===== config.mk =====
export PLATFORM = sky130hd
export DESIGN_NAME = alu_frame_serializer
export DESIGN_NICKNAME = d
export VERILOG_FILES = /design/src/rtl/alu_frame_serializer.sv
export SDC_FILE = /design/constraint.sdc
export NUM_CORES = 1
export LEC_CHECK = 0
export CORE_MARGIN = 4
export CORE_UTILIZATION = 25
export CTS_CLUSTER_DIAMETER = 200
export DETAILED_ROUTE_END_ITERATION = 12
export PLACE_DENSITY = 0.46
export SLEW_MARGIN = 20
export SYNTH_ARGS = -nofsm -noshare
export SYNTH_HDL_FRONTEND = slang
export SYNTH_SLANG_ARGS = --single-unit
export TNS_END_PERCENT = 1

===== constraint.sdc =====
create_clock -name clk -period 4.5 [get_ports clk]
set_input_delay 0.9 -clock clk [delete_from_list [all_inputs] [get_ports clk]]
set_output_delay 0.9 -clock clk [all_outputs]
set_load 0.01 [all_outputs]

===== src/rtl/alu_frame_serializer.sv =====
// Serial frame generator for the ALU input: operand data packets followed by a cmd packet
// carrying op and a CRC-4 computed while the frame is on the wire.
module alu_frame_serializer #(
  parameter int OPERAND_BYTES = 4,
  parameter int GAP_CYCLES    = 0,
  parameter int DROP_W        = $clog2(OPERAND_BYTES + 1)
) (
  input  logic                       clk,
  input  logic                       rst_n,
  input  logic                       start,
  output logic                       ready,
  input  logic [8*OPERAND_BYTES-1:0] a,
  input  logic [8*OPERAND_BYTES-1:0] b,
  input  logic [2:0]                 op,
  input  logic [DROP_W-1:0]          drop_a,
  input  logic [DROP_W-1:0]          drop_b,
  input  logic [3:0]                 crc_mask,
  output logic                       sin,
  output logic                       done,
  output logic [3:0]                 crc
);

  localparam int NPKT  = 2 * OPERAND_BYTES;
  localparam int DW    = 16 * OPERAND_BYTES;
  localparam int PKT_W = $clog2(NPKT);
  localparam int GAP_W = (GAP_CYCLES < 2) ? 1 : $clog2(GAP_CYCLES);
  localparam logic [DROP_W-1:0] DROP_MAX = DROP_W'(OPERAND_BYTES);

  typedef enum logic [2:0] {
    S_IDLE,
    S_DATA,
    S_GAP,
    S_CMD,
    S_DONE
  } state_e;

  state_e              state_q, state_d;
  logic [3:0]          bit_cnt_q, bit_cnt_d;
  logic [PKT_W-1:0]    pkt_cnt_q, pkt_cnt_d;
  logic [GAP_W-1:0]    gap_cnt_q, gap_cnt_d;
  logic [DW-1:0]       data_q, data_d;
  logic [2:0]          op_q, op_d;
  logic [3:0]          mask_q, mask_d;
  logic [DROP_W-1:0]   drop_a_q, drop_a_d;
  logic [DROP_W-1:0]   drop_b_q, drop_b_d;
  logic [3:0]          crc_q, crc_d;
  logic                dropped;
  logic                pkt_adv;

  function automatic logic [3:0] crc_step(input logic [3:0] c, input logic din);
    logic fb;
    fb = din ^ c[3];
    return {c[2], c[1], c[0] ^ fb, fb};
  endfunction

  // Omitted packets still shift their byte through the CRC; only the line is held idle.
  always_comb begin
    if (int'(pkt_cnt_q) < OPERAND_BYTES) begin
      dropped = int'(pkt_cnt_q) < int'(drop_a_q);
    end else begin
      dropped = (int'(pkt_cnt_q) - OPERAND_BYTES) < int'(drop_b_q);
    end
  end

  always_comb begin
    // NOTE: every next-state value and output gets a default first, so no branch infers a latch.
    state_d   = state_q;
    bit_cnt_d = bit_cnt_q;
    pkt_cnt_d = pkt_cnt_q;
    gap_cnt_d = gap_cnt_q;
    data_d    = data_q;
    op_d      = op_q;
    mask_d    = mask_q;
    drop_a_d  = drop_a_q;
    drop_b_d  = drop_b_q;
    crc_d     = crc_q;
    sin       = 1'b1;
    ready     = 1'b0;
    done      = 1'b0;
    pkt_adv   = 1'b0;

    case (state_q)
      S_IDLE: ready = 1'b1;

      S_DATA: begin
        if (bit_cnt_q >= 4'd2 && bit_cnt_q <= 4'd9) begin
          sin    = data_q[DW-1];
          data_d = {data_q[DW-2:0], 1'b0};
          crc_d  = crc_step(crc_q, data_q[DW-1]);
        end else if (bit_cnt_q != 4'd10) begin
          sin = 1'b0;
        end
        if (dropped) sin = 1'b1;
        if (bit_cnt_q == 4'd10) begin
          bit_cnt_d = '0;
          if (GAP_CYCLES > 0) begin
            state_d   = S_GAP;
            gap_cnt_d = '0;
          end else begin
            pkt_adv = 1'b1;
          end
        end else begin
          bit_cnt_d = bit_cnt_q + 4'd1;
        end
      end

      S_GAP: begin
        if (gap_cnt_q == GAP_W'(GAP_CYCLES - 1)) pkt_adv = 1'b1;
        else gap_cnt_d = gap_cnt_q + GAP_W'(1);
      end

      // The trailing {1, op} CRC bits are folded in during the first four cmd bits,
      // so the CRC is final before its first bit goes out at bit 6.
      S_CMD: begin
        case (bit_cnt_q)
          4'd0: begin sin = 1'b0;     crc_d = crc_step(crc_q, 1'b1);     end
          4'd1: begin sin = 1'b1;     crc_d = crc_step(crc_q, op_q[2]);  end
          4'd2: begin sin = 1'b0;     crc_d = crc_step(crc_q, op_q[1]);  end
          4'd3: begin sin = op_q[2];  crc_d = crc_step(crc_q, op_q[0]);  end
          4'd4: sin = op_q[1];
          4'd5: sin = op_q[0];
          4'd6: sin = crc_q[3] ^ mask_q[3];
          4'd7: sin = crc_q[2] ^ mask_q[2];
          4'd8: sin = crc_q[1] ^ mask_q[1];
          4'd9: sin = crc_q[0] ^ mask_q[0];
          default: sin = 1'b1;
        endcase
        if (bit_cnt_q == 4'd10) begin
          bit_cnt_d = '0;
          state_d   = S_DONE;
        end else begin
          bit_cnt_d = bit_cnt_q + 4'd1;
        end
      end

      S_DONE: begin
        ready   = 1'b1;
        done    = 1'b1;
        state_d = S_IDLE;
      end

      default: state_d = S_IDLE;
    endcase

    if (pkt_adv) begin
      if (pkt_cnt_q == PKT_W'(NPKT - 1)) begin
        state_d = S_CMD;
      end else begin
        state_d   = S_DATA;
        pkt_cnt_d = pkt_cnt_q + PKT_W'(1);
      end
    end

    if (start && ready) begin
      state_d   = S_DATA;
      bit_cnt_d = '0;
      pkt_cnt_d = '0;
      crc_d     = '0;
      data_d    = {a, b};
      op_d      = op;
      mask_d    = crc_mask;
      drop_a_d  = (drop_a > DROP_MAX) ? DROP_MAX : drop_a;
      drop_b_d  = (drop_b > DROP_MAX) ? DROP_MAX : drop_b;
    end
  end

  // NOTE: sequential state uses non-blocking assignments so every flop samples pre-edge values.
  always_ff @(posedge clk or negedge rst_n) begin
    if (!rst_n) begin
      state_q   <= S_IDLE;
      bit_cnt_q <= '0;
      pkt_cnt_q <= '0;
      gap_cnt_q <= '0;
      crc_q     <= '0;
    end else begin
      state_q   <= state_d;
      bit_cnt_q <= bit_cnt_d;
      pkt_cnt_q <= pkt_cnt_d;
      gap_cnt_q <= gap_cnt_d;
      crc_q     <= crc_d;
    end
  end

  // NOTE: the frame payload registers carry no reset; they are always loaded on accept before use.
  always_ff @(posedge clk) begin
    data_q   <= data_d;
    op_q     <= op_d;
    mask_q   <= mask_d;
    drop_a_q <= drop_a_d;
    drop_b_q <= drop_b_d;
  end

  assign crc = crc_q;

endmodule

==> out/qor.csv <==
metric;value;unit
post-cts hold buffer count;0;
standard-cell row count;47;
number of antenna violations at the first check in global routing;0;
top-area cell type share of the netlist area;53.9;%
Num CTS Buffers;9;
Remaining Overflow, GRT;0;
met2 Use GR;16.0;%
total vias in the final route;2962;
number of H-tree levels;3;
post-synthesis async set-or-reset flop share;16.3;%
largest net degree at the start of global routing;81;
number of warning messages in the yosys log;0;
maximum clock skew at final layout;0.00412;ns
top-level I/O count;87;
Detail Route Antenna Nets;0;
Final Hold Viols;0;
pwr/cell area;699;nW/µm²
Hold WC Path Type;reg -> reg;
P&R area growth vs syn;30.9;%
initial core utilization;25.7;%
vias in the first global route;3154;
Die Ht;139;µm
core occupancy in the finished layout;33.6;%
kind of critical path;reg -> out;
largest fanout on the critical path;13;
maximum count of clock buffers along a single path;2;
number of buffers added for setup after CTS;0;
library cell with the highest instance count after synthesis;nand2_1;
area of the placeable core;16700;µm²
combined area of all synthesized cells;4290;µm²
die boundary width;139;µm
top cell type by total area after synthesis;edfxtp_1;
CP Data Arrival Time;2.42;ns
met1 GRT Util;13.0;%
number of setup violations in the final report;0;
first-pass GRT wire length;15600;µm
static leakage power;2.29;nW
Num Clock Sinks;92;
Detailed Place HPWL;5950;µm
combined global-route utilization of all metal layers;10.2;%
Post-synth EDFFs;77;
power after layout;0.00393;W
kind of end point of the critical path;primary output;
final wirelength;9220;µm
Root Buffer;clkbuf_16;
Fmax;0.301;GHz
share of the clock period used by the worst path;73.9;%
pin slew with the least headroom to its limit;0.864;ns
worst reg2reg path depth;7;
max cap viols;0;
number of nets produced by synthesis;490;
number of DRC markers in iteration 0;148;
end of the critical path;sin;
register bit count reported by yosys;92;
Unique masters post-synth;48;
share of post-route cells with drive strength above 1;6.75;%
Wirelength per Cell;13.0;µm
endpoint required time on the critical path;3.60;ns
count of input and output buffers;86;
CTS tree;done;
worst flop-to-flop path endpoint;bit_cnt_q[1];
register clock-pin slew on the reported worst setup and hold paths;0.06;ns
most instantiated flip-flop cell in the synthesis netlist;edfxtp_1;
RSZ-0062 raised after global routing;no;
average instance area after synthesis;10.6;µm²
worst slew slack as a fraction of its limit;42.4;%
register area share after synthesis;62.6;%
net count of the finished layout;569;
die footprint;19300;µm²
number of instances in the synthesized netlist;405;
Global Route met3 Usage;3.83;%
post-placement cell area;5330;µm²
result of the run;finished clean;
# diodes;0;
number of iterations in the first detailed-routing pass;4;
beginning of the worst register-to-register path;state_q[1];
Setup Total Neg Slack;0;ns
via density per instance;4.18;
Most Crowded Layer GR;met2;
post-route standard cell area excluding fillers;5620;µm²
commonest cells in the netlist;nand2_1, edfxtp_1, dfrtp_1;
setup slack of the most critical reg-to-reg path;2.16;ns
leading cell types by total area after synthesis;edfxtp_1, nand2_1, dfrtp_1;
count of instances resized after the clock tree is built;0;
min cycle time layout;3.32;ns
Critical Path Source;bit_cnt_q[1];
drc violations;0;
critical path launch point type;flip-flop;
Worst IR Drop VDD;0.000491;V
clk_lat worst skew;0.34;ns
last weighted congestion value of the routability-driven placer;0.758;
Final Max Tran Viols;0;
metrics by stage:
stage	setup WS, ns	hold WS (ns)	cells
floorplan	1.51	0.455	405
global placement	1.50	0.486	693
detailed placement	1.50	0.498	693
CTS	1.11	0.515	709
global route	1.03	0.539	709
finish	1.18	0.505	709
final cells by class:
type | instances | area (µm²)
Clock buffer | 10 | 229
Clock inverter | 6 | 55.1
Fill cell | 1753 | 11100
Inverter | 10 | 37.5
Multi-Input combinational cell | 283 | 1460
Sequential cell | 92 | 2690
Tap cell | 220 | 275
Timing Repair Buffer | 88 | 876
layout by cell type, fill, tap and decap left out, types with 3 or more instances in the layout:
| master | n |
|---|---|
| and3_1 | 4 |
| clkbuf_16 | 9 |
| clkdlybuf4s50_1 | 86 |
| clkinv_1 | 3 |
| dfrtp_1 | 15 |
| edfxtp_1 | 77 |
| ha_1 | 5 |
| inv_1 | 8 |
| mux2i_1 | 4 |
| nand2_1 | 196 |
| nand2b_1 | 6 |
| nand3_1 | 6 |
| nor2_1 | 5 |
| nor2b_1 | 4 |
| o21ai_0 | 5 |
| o21ai_1 | 4 |
| xnor2_1 | 6 |
| xor2_1 | 3 |
power breakdown:
| group | switching, W | internal, W |
|---|---|---|
| Clock | 0.000312 | 0.000425 |
| Sequential | 0.000201 | 0.00164 |
| Combinational | 0.000836 | 0.000518 |
| Total | 0.00135 | 0.00258 |
per-layer routing:
metal	vias to the layer above	wire [µm]	share of wire, %
li1	1508	-	-
met1	1387	4350	47
met2	56	4270	46
met3	11	477	5.2
met4	0	118	1.3
met5	-	0	0
worst min-delay path by stage:
| stage | endpoint | slack, ns | from | cells past startpoint |
|---|---|---|---|---|
| after detailed placement | data_q[54] | 0.50 | data_q[53] | 2 |
| after CTS | gap_cnt_q | 0.52 | gap_cnt_q | 1 |
| after global placement | gap_cnt_q | 0.49 | gap_cnt_q | 1 |
| final | gap_cnt_q | 0.51 | gap_cnt_q | 1 |
| after global routing | data_q[61] | 0.54 | data_q[60] | 2 |
| after floorplan | gap_cnt_q | 0.45 | gap_cnt_q | 1 |
sequential cells by signal (all words and copies together), names as in the netlist:
signal and flops:
data_q 64, bit_cnt_q 4, crc 4, mask_q 4, drop_a_q 3, drop_b_q 3
op_q 3, pkt_cnt_q 3, state_q 3, gap_cnt_q 1
cell families (layout without fill, tap and decap cells):
group / count (synthesis) / in the layout / share of synthesized area (%)
AOI/OAI and AO/OA: 27 / 27 / 4.93
xor gates and xnor gates: 9 / 9 / 1.84
adders and majority gates: 5 / 5 / 1.46
buffers and inverters: 30 / 114 / 3.59
DFF: 92 / 92 / 62.6
muxes: 7 / 7 / 2.33
and+or+nand+nor: 235 / 235 / 23.2
worst max-delay path, stage by stage, from the launching register on:
cell	delay, ns
dfrtp_1	0.62
mux4_2	0.58
a311oi_1	0.30
a31oi_1	0.08
clkdlybuf4s50_1	0.50
Note: power is estimated with default switching activity, not from simulation.
